--- config.mk ---
export PLATFORM = sky130hd
export DESIGN_NAME = mips_mc_control_fsm_flat
export DESIGN_NICKNAME = d
export VERILOG_FILES = /design/src/rtl/mips_mc_control_fsm_if.sv /design/src/rtl/mips_mc_control_fsm.sv /design/src/flat_wrapper.sv
export SDC_FILE = /design/constraint.sdc
export NUM_CORES = 1
export LEC_CHECK = 0
export CAP_MARGIN = 20
export CORE_ASPECT_RATIO = 1.5
export CORE_MARGIN = 1
export CORE_UTILIZATION = 54
export CTS_BUF_LIST = sky130_fd_sc_hd__clkbuf_2
export DETAILED_ROUTE_END_ITERATION = 8
export PLACE_DENSITY = 0.88
export SYNTH_ARGS = -nofsm -noshare
export SYNTH_HDL_FRONTEND = slang
export SYNTH_SLANG_ARGS = --single-unit
--- constraint.sdc ---
create_clock -name clk -period 2.95 [get_ports clk]
set_clock_uncertainty 0.15 [all_clocks]
set_input_delay 0.295 -clock clk [delete_from_list [all_inputs] [get_ports clk]]
set_output_delay 0.295 -clock clk [all_outputs]
set_load 0.005 [all_outputs]
--- src/rtl/mips_mc_control_fsm_if.sv ---
// rtl/mips_mc_control_fsm_if.sv - control sequencer to datapath/memory signal bundle
interface mips_mc_control_fsm_if #(
  parameter int CNT_W = 32
);
  logic [5:0]       opcode;
  logic             mem_ready;
  logic             mem_req;
  logic             mem_we;
  logic             iord;
  logic             ir_we;
  logic             pc_we;
  logic             branch;
  logic [1:0]       pc_src;
  logic             alu_src_a;
  logic [1:0]       alu_src_b;
  logic [1:0]       alu_op;
  logic             rf_we;
  logic             rfd_sel;
  logic             mem_to_reg;
  logic             retire;
  logic             illegal;
  logic [CNT_W-1:0] instr_count;
  logic [3:0]       state;

  modport master (
    input  opcode, mem_ready,
    output mem_req, mem_we, iord, ir_we, pc_we, branch, pc_src, alu_src_a,
           alu_src_b, alu_op, rf_we, rfd_sel, mem_to_reg, retire, illegal,
           instr_count, state
  );

  modport slave (
    output opcode, mem_ready,
    input  mem_req, mem_we, iord, ir_we, pc_we, branch, pc_src, alu_src_a,
           alu_src_b, alu_op, rf_we, rfd_sel, mem_to_reg, retire, illegal,
           instr_count, state
  );
endinterface

--- src/rtl/mips_mc_control_fsm.sv ---
// rtl/mips_mc_control_fsm.sv - multicycle MIPS control sequencer with retire counter
module mips_mc_control_fsm #(
  parameter int CNT_W = 32
) (
  input logic                  clk,
  input logic                  rst,
  mips_mc_control_fsm_if.master bus
);
  typedef enum logic [3:0] {
    S_FETCH    = 4'd0,
    S_DECODE   = 4'd1,
    S_MEMADR   = 4'd2,
    S_MEMREAD  = 4'd3,
    S_MEMWB    = 4'd4,
    S_MEMWRITE = 4'd5,
    S_EXECUTE  = 4'd6,
    S_ALUWB    = 4'd7,
    S_BRANCH   = 4'd8,
    S_ADDIEX   = 4'd9,
    S_ADDIWB   = 4'd10,
    S_JUMP     = 4'd11
  } state_t;

  localparam logic [5:0] OP_RTYPE = 6'b000000;
  localparam logic [5:0] OP_LW    = 6'b100011;
  localparam logic [5:0] OP_SW    = 6'b101011;
  localparam logic [5:0] OP_BEQ   = 6'b000100;
  localparam logic [5:0] OP_ADDI  = 6'b001000;
  localparam logic [5:0] OP_J     = 6'b000010;

  state_t           r_state;
  logic [CNT_W-1:0] r_count;
  logic             w_retire;

  always_ff @(posedge clk) begin
    if (!rst) begin
      r_state <= S_FETCH;
      r_count <= '0;
    end else begin
      if (w_retire) r_count <= r_count + CNT_W'(1);
      case (r_state)
        S_FETCH:    if (bus.mem_ready) r_state <= S_DECODE;
        S_DECODE: begin
          case (bus.opcode)
            OP_RTYPE:     r_state <= S_EXECUTE;
            OP_LW, OP_SW: r_state <= S_MEMADR;
            OP_BEQ:       r_state <= S_BRANCH;
            OP_ADDI:      r_state <= S_ADDIEX;
            OP_J:         r_state <= S_JUMP;
            default:      r_state <= S_FETCH;
          endcase
        end
        // lw and sw differ only in opcode bit 3
        S_MEMADR:   r_state <= bus.opcode[3] ? S_MEMWRITE : S_MEMREAD;
        S_MEMREAD:  if (bus.mem_ready) r_state <= S_MEMWB;
        S_MEMWRITE: if (bus.mem_ready) r_state <= S_FETCH;
        S_EXECUTE:  r_state <= S_ALUWB;
        S_ADDIEX:   r_state <= S_ADDIWB;
        default:    r_state <= S_FETCH;
      endcase
    end
  end

  // Outputs decode the current state; reset low forces every output to zero
  always_comb begin
    bus.mem_req    = 1'b0;
    bus.mem_we     = 1'b0;
    bus.iord       = 1'b0;
    bus.ir_we      = 1'b0;
    bus.pc_we      = 1'b0;
    bus.branch     = 1'b0;
    bus.pc_src     = 2'b00;
    bus.alu_src_a  = 1'b0;
    bus.alu_src_b  = 2'b00;
    bus.alu_op     = 2'b00;
    bus.rf_we      = 1'b0;
    bus.rfd_sel    = 1'b0;
    bus.mem_to_reg = 1'b0;
    bus.illegal    = 1'b0;
    w_retire       = 1'b0;
    if (rst) begin
      case (r_state)
        S_FETCH: begin
          bus.mem_req   = 1'b1;
          bus.alu_src_b = 2'b01;
          bus.ir_we     = bus.mem_ready;
          bus.pc_we     = bus.mem_ready;
        end
        S_DECODE: begin
          bus.alu_src_b = 2'b11;
          bus.illegal   = !(bus.opcode inside {OP_RTYPE, OP_LW, OP_SW, OP_BEQ, OP_ADDI, OP_J});
        end
        S_MEMADR, S_ADDIEX: begin
          bus.alu_src_a = 1'b1;
          bus.alu_src_b = 2'b10;
        end
        S_MEMREAD: begin
          bus.mem_req = 1'b1;
          bus.iord    = 1'b1;
        end
        S_MEMWB: begin
          bus.rf_we      = 1'b1;
          bus.mem_to_reg = 1'b1;
          w_retire       = 1'b1;
        end
        S_MEMWRITE: begin
          bus.mem_req = 1'b1;
          bus.mem_we  = 1'b1;
          bus.iord    = 1'b1;
          w_retire    = bus.mem_ready;
        end
        S_EXECUTE: begin
          bus.alu_src_a = 1'b1;
          bus.alu_op    = 2'b10;
        end
        S_ALUWB: begin
          bus.rf_we   = 1'b1;
          bus.rfd_sel = 1'b1;
          w_retire    = 1'b1;
        end
        S_BRANCH: begin
          bus.alu_src_a = 1'b1;
          bus.alu_op    = 2'b01;
          bus.pc_src    = 2'b01;
          bus.branch    = 1'b1;
          w_retire      = 1'b1;
        end
        S_ADDIWB: begin
          bus.rf_we = 1'b1;
          w_retire  = 1'b1;
        end
        S_JUMP: begin
          bus.pc_src = 2'b10;
          bus.pc_we  = 1'b1;
          w_retire   = 1'b1;
        end
        default: ;
      endcase
    end
  end

  assign bus.retire      = w_retire;
  assign bus.instr_count = rst ? r_count : '0;
  assign bus.state       = rst ? r_state : 4'd0;
endmodule

--- src/flat_wrapper.sv ---
// flat-port wrapper written by rule: the top's interface ports become plain ports
module mips_mc_control_fsm_flat 
#(
  parameter int CNT_W = 32
)
  (clk, rst, bus_opcode, bus_mem_ready, bus_mem_req, bus_mem_we, bus_iord, bus_ir_we, bus_pc_we, bus_branch, bus_pc_src, bus_alu_src_a, bus_alu_src_b, bus_alu_op, bus_rf_we, bus_rfd_sel, bus_mem_to_reg, bus_retire, bus_illegal, bus_instr_count, bus_state);
  mips_mc_control_fsm_if #(.CNT_W(CNT_W)) bus_i ();
  input logic clk;
  input logic rst;
  input wire logic [$bits(bus_i.opcode)-1:0] bus_opcode;
  input wire logic [$bits(bus_i.mem_ready)-1:0] bus_mem_ready;
  output wire logic [$bits(bus_i.mem_req)-1:0] bus_mem_req;
  output wire logic [$bits(bus_i.mem_we)-1:0] bus_mem_we;
  output wire logic [$bits(bus_i.iord)-1:0] bus_iord;
  output wire logic [$bits(bus_i.ir_we)-1:0] bus_ir_we;
  output wire logic [$bits(bus_i.pc_we)-1:0] bus_pc_we;
  output wire logic [$bits(bus_i.branch)-1:0] bus_branch;
  output wire logic [$bits(bus_i.pc_src)-1:0] bus_pc_src;
  output wire logic [$bits(bus_i.alu_src_a)-1:0] bus_alu_src_a;
  output wire logic [$bits(bus_i.alu_src_b)-1:0] bus_alu_src_b;
  output wire logic [$bits(bus_i.alu_op)-1:0] bus_alu_op;
  output wire logic [$bits(bus_i.rf_we)-1:0] bus_rf_we;
  output wire logic [$bits(bus_i.rfd_sel)-1:0] bus_rfd_sel;
  output wire logic [$bits(bus_i.mem_to_reg)-1:0] bus_mem_to_reg;
  output wire logic [$bits(bus_i.retire)-1:0] bus_retire;
  output wire logic [$bits(bus_i.illegal)-1:0] bus_illegal;
  output wire logic [$bits(bus_i.instr_count)-1:0] bus_instr_count;
  output wire logic [$bits(bus_i.state)-1:0] bus_state;
  assign bus_i.opcode = bus_opcode;
  assign bus_i.mem_ready = bus_mem_ready;
  assign bus_mem_req = bus_i.mem_req;
  assign bus_mem_we = bus_i.mem_we;
  assign bus_iord = bus_i.iord;
  assign bus_ir_we = bus_i.ir_we;
  assign bus_pc_we = bus_i.pc_we;
  assign bus_branch = bus_i.branch;
  assign bus_pc_src = bus_i.pc_src;
  assign bus_alu_src_a = bus_i.alu_src_a;
  assign bus_alu_src_b = bus_i.alu_src_b;
  assign bus_alu_op = bus_i.alu_op;
  assign bus_rf_we = bus_i.rf_we;
  assign bus_rfd_sel = bus_i.rfd_sel;
  assign bus_mem_to_reg = bus_i.mem_to_reg;
  assign bus_retire = bus_i.retire;
  assign bus_illegal = bus_i.illegal;
  assign bus_instr_count = bus_i.instr_count;
  assign bus_state = bus_i.state;
  mips_mc_control_fsm #(.CNT_W(CNT_W)) u_core (.clk(clk), .rst(rst), .bus(bus_i));
endmodule
==> results.txt <==
The run finished with clean final reports. The kind of start point of the critical path is a flop. The number of filler cells placed in the layout came out at between 300 and 400. The maximum vdd ir drop came out at ~0.00026 V. The setup total negative slack is 0 ns. The via count of the first global-routing pass came to roughly 2,200. In this run, the number of DRC markers left after iteration 0 of detailed routing was 83. The die outline width is approximately 55 um. The internal power summed over all cells came out at roughly 0.60 mW. For this run, the register share of the synthesized area comes to a little over 30%. The post-CTS resize count came out at 0.

The proportion of synthesized flip-flops having asynchronous set or reset came out at 0%. The clock share of power is 25.6%. The total via count in the routed design is around 2,400.

The routed wire length came out at 5.908 mm. The number of max-slew violations in the final report is 0. In this run the cell area measured after placement is 2987 um^2. The kind of capture point of the worst setup path is a primary output. The post-cts hold buffer count is 0.

STA puts the critical path data arrival time at about 2.2 ns. For this run, design rule violations remaining after detail routing come to 0. The post-DP HPWL came out at roughly 4.4 mm. The number of failing setup endpoints in the final timing report came out at 0. The routed wire length per instance is roughly 15 um. Overall power consumption after layout is estimated at between 0.8 and 0.9 mW.

The clock latency at the later pin of the worst-skew pair is about 0.39 ns. The overall die height came out at between 80 and 90 um. The quantity of I/O buffers inserted on ports is 62. The pre-CTS worst setup slack came out at 0.4854 ns.

The root buffer cell chosen for the clock tree is sky130_fd_sc_hd__clkbuf_2. Sequential cells account for between 60% and 70% of the total power. Yosys attributes the largest share of cell area to sky130_fd_sc_hd__dfxtp_1 31%, sky130_fd_sc_hd__and2_1 7.0%, sky130_fd_sc_hd__nor2_1 4.9%. The switching power of the nets came out at roughly 0.23 mW.

The worst hold path belongs to the class reg2reg. The tightest slew margin relative to the limit came out at a little over three fifths. The relative contribution of combinational cells to total power came out at between 10 and 15%. The final count of hold timing violations was 0. Entering global routing, the biggest net connects 27 pins. The synthesis-to-layout area growth is 30.68%. Setup repair after global routing left no endpoint under its margin. The total clock sinks is 36. The first-pass detailed-route iteration total is 4.

The fraction of post-synthesis cell area in the top cell type by area is 31.17%. The leading register cell type out of synthesis is sky130_fd_sc_hd__dfxtp_1. The die covers 4553 um^2.

The static power due to leakage is roughly 1.1 nW. The number of nets in the synthesized netlist came out at 310. TritonCTS built the clock tree. The weighted congestion at the end of routability-driven global placement came out at approximately 0.84. Yosys mapped the design onto 55 distinct sky130hd cell types.

The total congestion overflow after global routing came out at 0. Static timing analysis puts the maximum clock frequency at between 300 and 400 MHz. The time the worst path needs with I/O delays and setup came out at 2.672 ns. The average vias per placed instance is 5.886. The part of the cycle the worst path needs came out at between 90% and 100%. After clock tree synthesis, the clock-pin slew on the worst setup and hold paths is 0.17 ns. The global router's overall resource usage came out at a little over a quarter. The worst setup path category is reg2out. During I/O placement, the number of pins put on the boundary was 63. The starting utilization of the core area is between 50% and 60%.

The share of final-layout standard cells stronger than drive strength 1 is about a tenth. The number of antenna violations at the first check in global routing is 0. The count of flip-flops with a built-in enable after synthesis is 0. TritonCTS created 5 clock buffers.

After synthesis, the mean cell area works out to between 7 and 8 um^2. The largest total area in the synthesized netlist belongs to sky130_fd_sc_hd__dfxtp_1. The count of inserted antenna diode cells came out at 0. The total of flip-flops plus latches after synthesis came out at 36. The core region area came out at between 4000 and 5000 um^2. The maximum fanout count along the critical path is 14. Synthesis produced 300 cells. The post-route antenna net violation count is 0. The global-route wire length before repair is a little under 10 mm. The combined area of all synthesized cells came out at between 2000 and 2500 um^2. The Yosys step of the flow raised 0 warnings. The transition at the pin with the smallest max-transition slack is between 0.5 and 0.6 ns.

The number of nets in the layout is 370. The H-tree depth reported by CTS came out at 2. The power density of the placed cells is approximately 270 nW/um^2. The worst setup margin is approximately 0.28 ns. The required time of the critical path came out at approximately 2.5 ns. The number of max-capacitance violations reported came out at 0.

The final design instance area without fill is slightly above 3000 um^2. The standard-cell row count came out at 28. The post-CTS repair timing setup buffer count came out at 0. The net switching share of the total power came out at between 20 and 30%. The number of buffers between clock root and the deepest sink is 2.
-- cell usage in the layout, fill, tap and decap left out, types with 6 or more instances in the layout --
master,synthesis,layout
sky130_fd_sc_hd__a21oi_1,22,22
sky130_fd_sc_hd__and2_1,26,26
sky130_fd_sc_hd__buf_4,1,8
sky130_fd_sc_hd__clkdlybuf4s50_1,0,62
sky130_fd_sc_hd__dfxtp_1,36,34
sky130_fd_sc_hd__inv_1,12,12
sky130_fd_sc_hd__mux2_2,6,6
sky130_fd_sc_hd__nand2_1,21,21
sky130_fd_sc_hd__nand3_1,15,15
sky130_fd_sc_hd__nor2_1,30,30
sky130_fd_sc_hd__nor3_1,12,12
sky130_fd_sc_hd__nor4_1,7,7
sky130_fd_sc_hd__o21ai_0,11,11
sky130_fd_sc_hd__o31ai_1,8,8
sky130_fd_sc_hd__or3_1,8,8
sky130_fd_sc_hd__or4_1,9,9
-- metrics by stage --
| step | util, % | std cells | hold WS, ns |
|---|---|---|---|
| floorplan | - | 300 | 0.2867 |
| global placement | 74.13 | 398 | 0.3092 |
| detailed placement | 74.13 | 398 | 0.3179 |
| CTS | 74.94 | 405 | 0.3403 |
| global route | 75.00 | 405 | 0.3707 |
| finish | 75.00 | 405 | 0.3435 |
-- critical path, cell delays in order, from the launching register on --
cell and delay [ns]:
sky130_fd_sc_hd__dfxtp_2 0.53, sky130_fd_sc_hd__nor2b_1 0.44, sky130_fd_sc_hd__o22ai_4 0.19, sky130_fd_sc_hd__nand2_1 0.16
sky130_fd_sc_hd__nor2_1 0.09, sky130_fd_sc_hd__clkdlybuf4s50_1 0.44
-- cell families (layout without fill, tap and decap cells) --
logic type / after synthesis / count (layout) / synth area share [%]
and+or+nand+nor: 159 / 159 / 39.56
muxes: 7 / 7 / 3.355
AOI/OAI and AO/OA: 57 / 57 / 16.07
adders and majority gates: 1 / 1 / 0.5410
buffers and inverters: 30 / 90 / 5.519
xor gates and xnor gates: 10 / 10 / 3.788
DFF: 36 / 36 / 31.17
-- power by group through the flow --
stage,clock (mW),combinational (mW),sequential (mW)
floorplan,0,0.0691,0.500
global placement,0,0.116,0.505
detailed placement,0,0.118,0.505
CTS,0.218,0.119,0.495
global route,0.236,0.129,0.496
finish,0.212,0.119,0.495
-- cell usage after synthesis, drive strengths merged (2+ instances only) --
cell type	n
and4	3
or4	9
buf	6
and2	27
dfxtp	36
clkbuf	12
nand2b	2
a21oi	22
xnor2	5
or3	9
o21ai	11
o21a	2
or3b	2
xor2	5
a22o	3
nor2b	3
nor3b	2
mux2	6
nor4	8
o31ai	8
nand3	16
inv	12
and4b	2
nand4	6
nor3	12
nand2	22
and3	4
nor2	30
-- area by class of cell --
cell class / instances / area, um^2 / area share [%]
sequential: 36 / 723.2 / 23.93
timing repair buffer: 71 / 700.7 / 23.19
tap: 45 / 56.30 / 1.863
clock inverter: 2 / 7.507 / 0.2484
clock buffer: 5 / 25.02 / 0.8282
inverter: 12 / 45.04 / 1.491
multi-input combinational: 234 / 1464 / 48.45
-- registers in the layout, indices dropped and copies added (netlist names) --
register        flops
u_core.r_state      4
u_core.r_count     32
-- routing by layer --
layer	vias to the layer above	global-route usage, %	wire length [um]	share of wire (%)
li1	1195	-	-	-
met1	1108	28.79	2368	40
met5	-	0	0	0
met2	74	51.33	3234	55
met3	7	4.673	260	4.4
met4	0	9.250	45	0.76
-- worst paths after layout --
path,depth (start not counted),slack [ns],to,from
max reg2reg,5,0.68,u_core.r_count[24],u_core.r_state[1]
min,2,0.34,u_core.r_count[31],u_core.r_count[31]
min reg2reg,2,0.34,u_core.r_count[31],u_core.r_count[31]
max,5,0.28,bus_retire,u_core.r_state[1]
No activity file was read; power rests on OpenSTA's default activity.
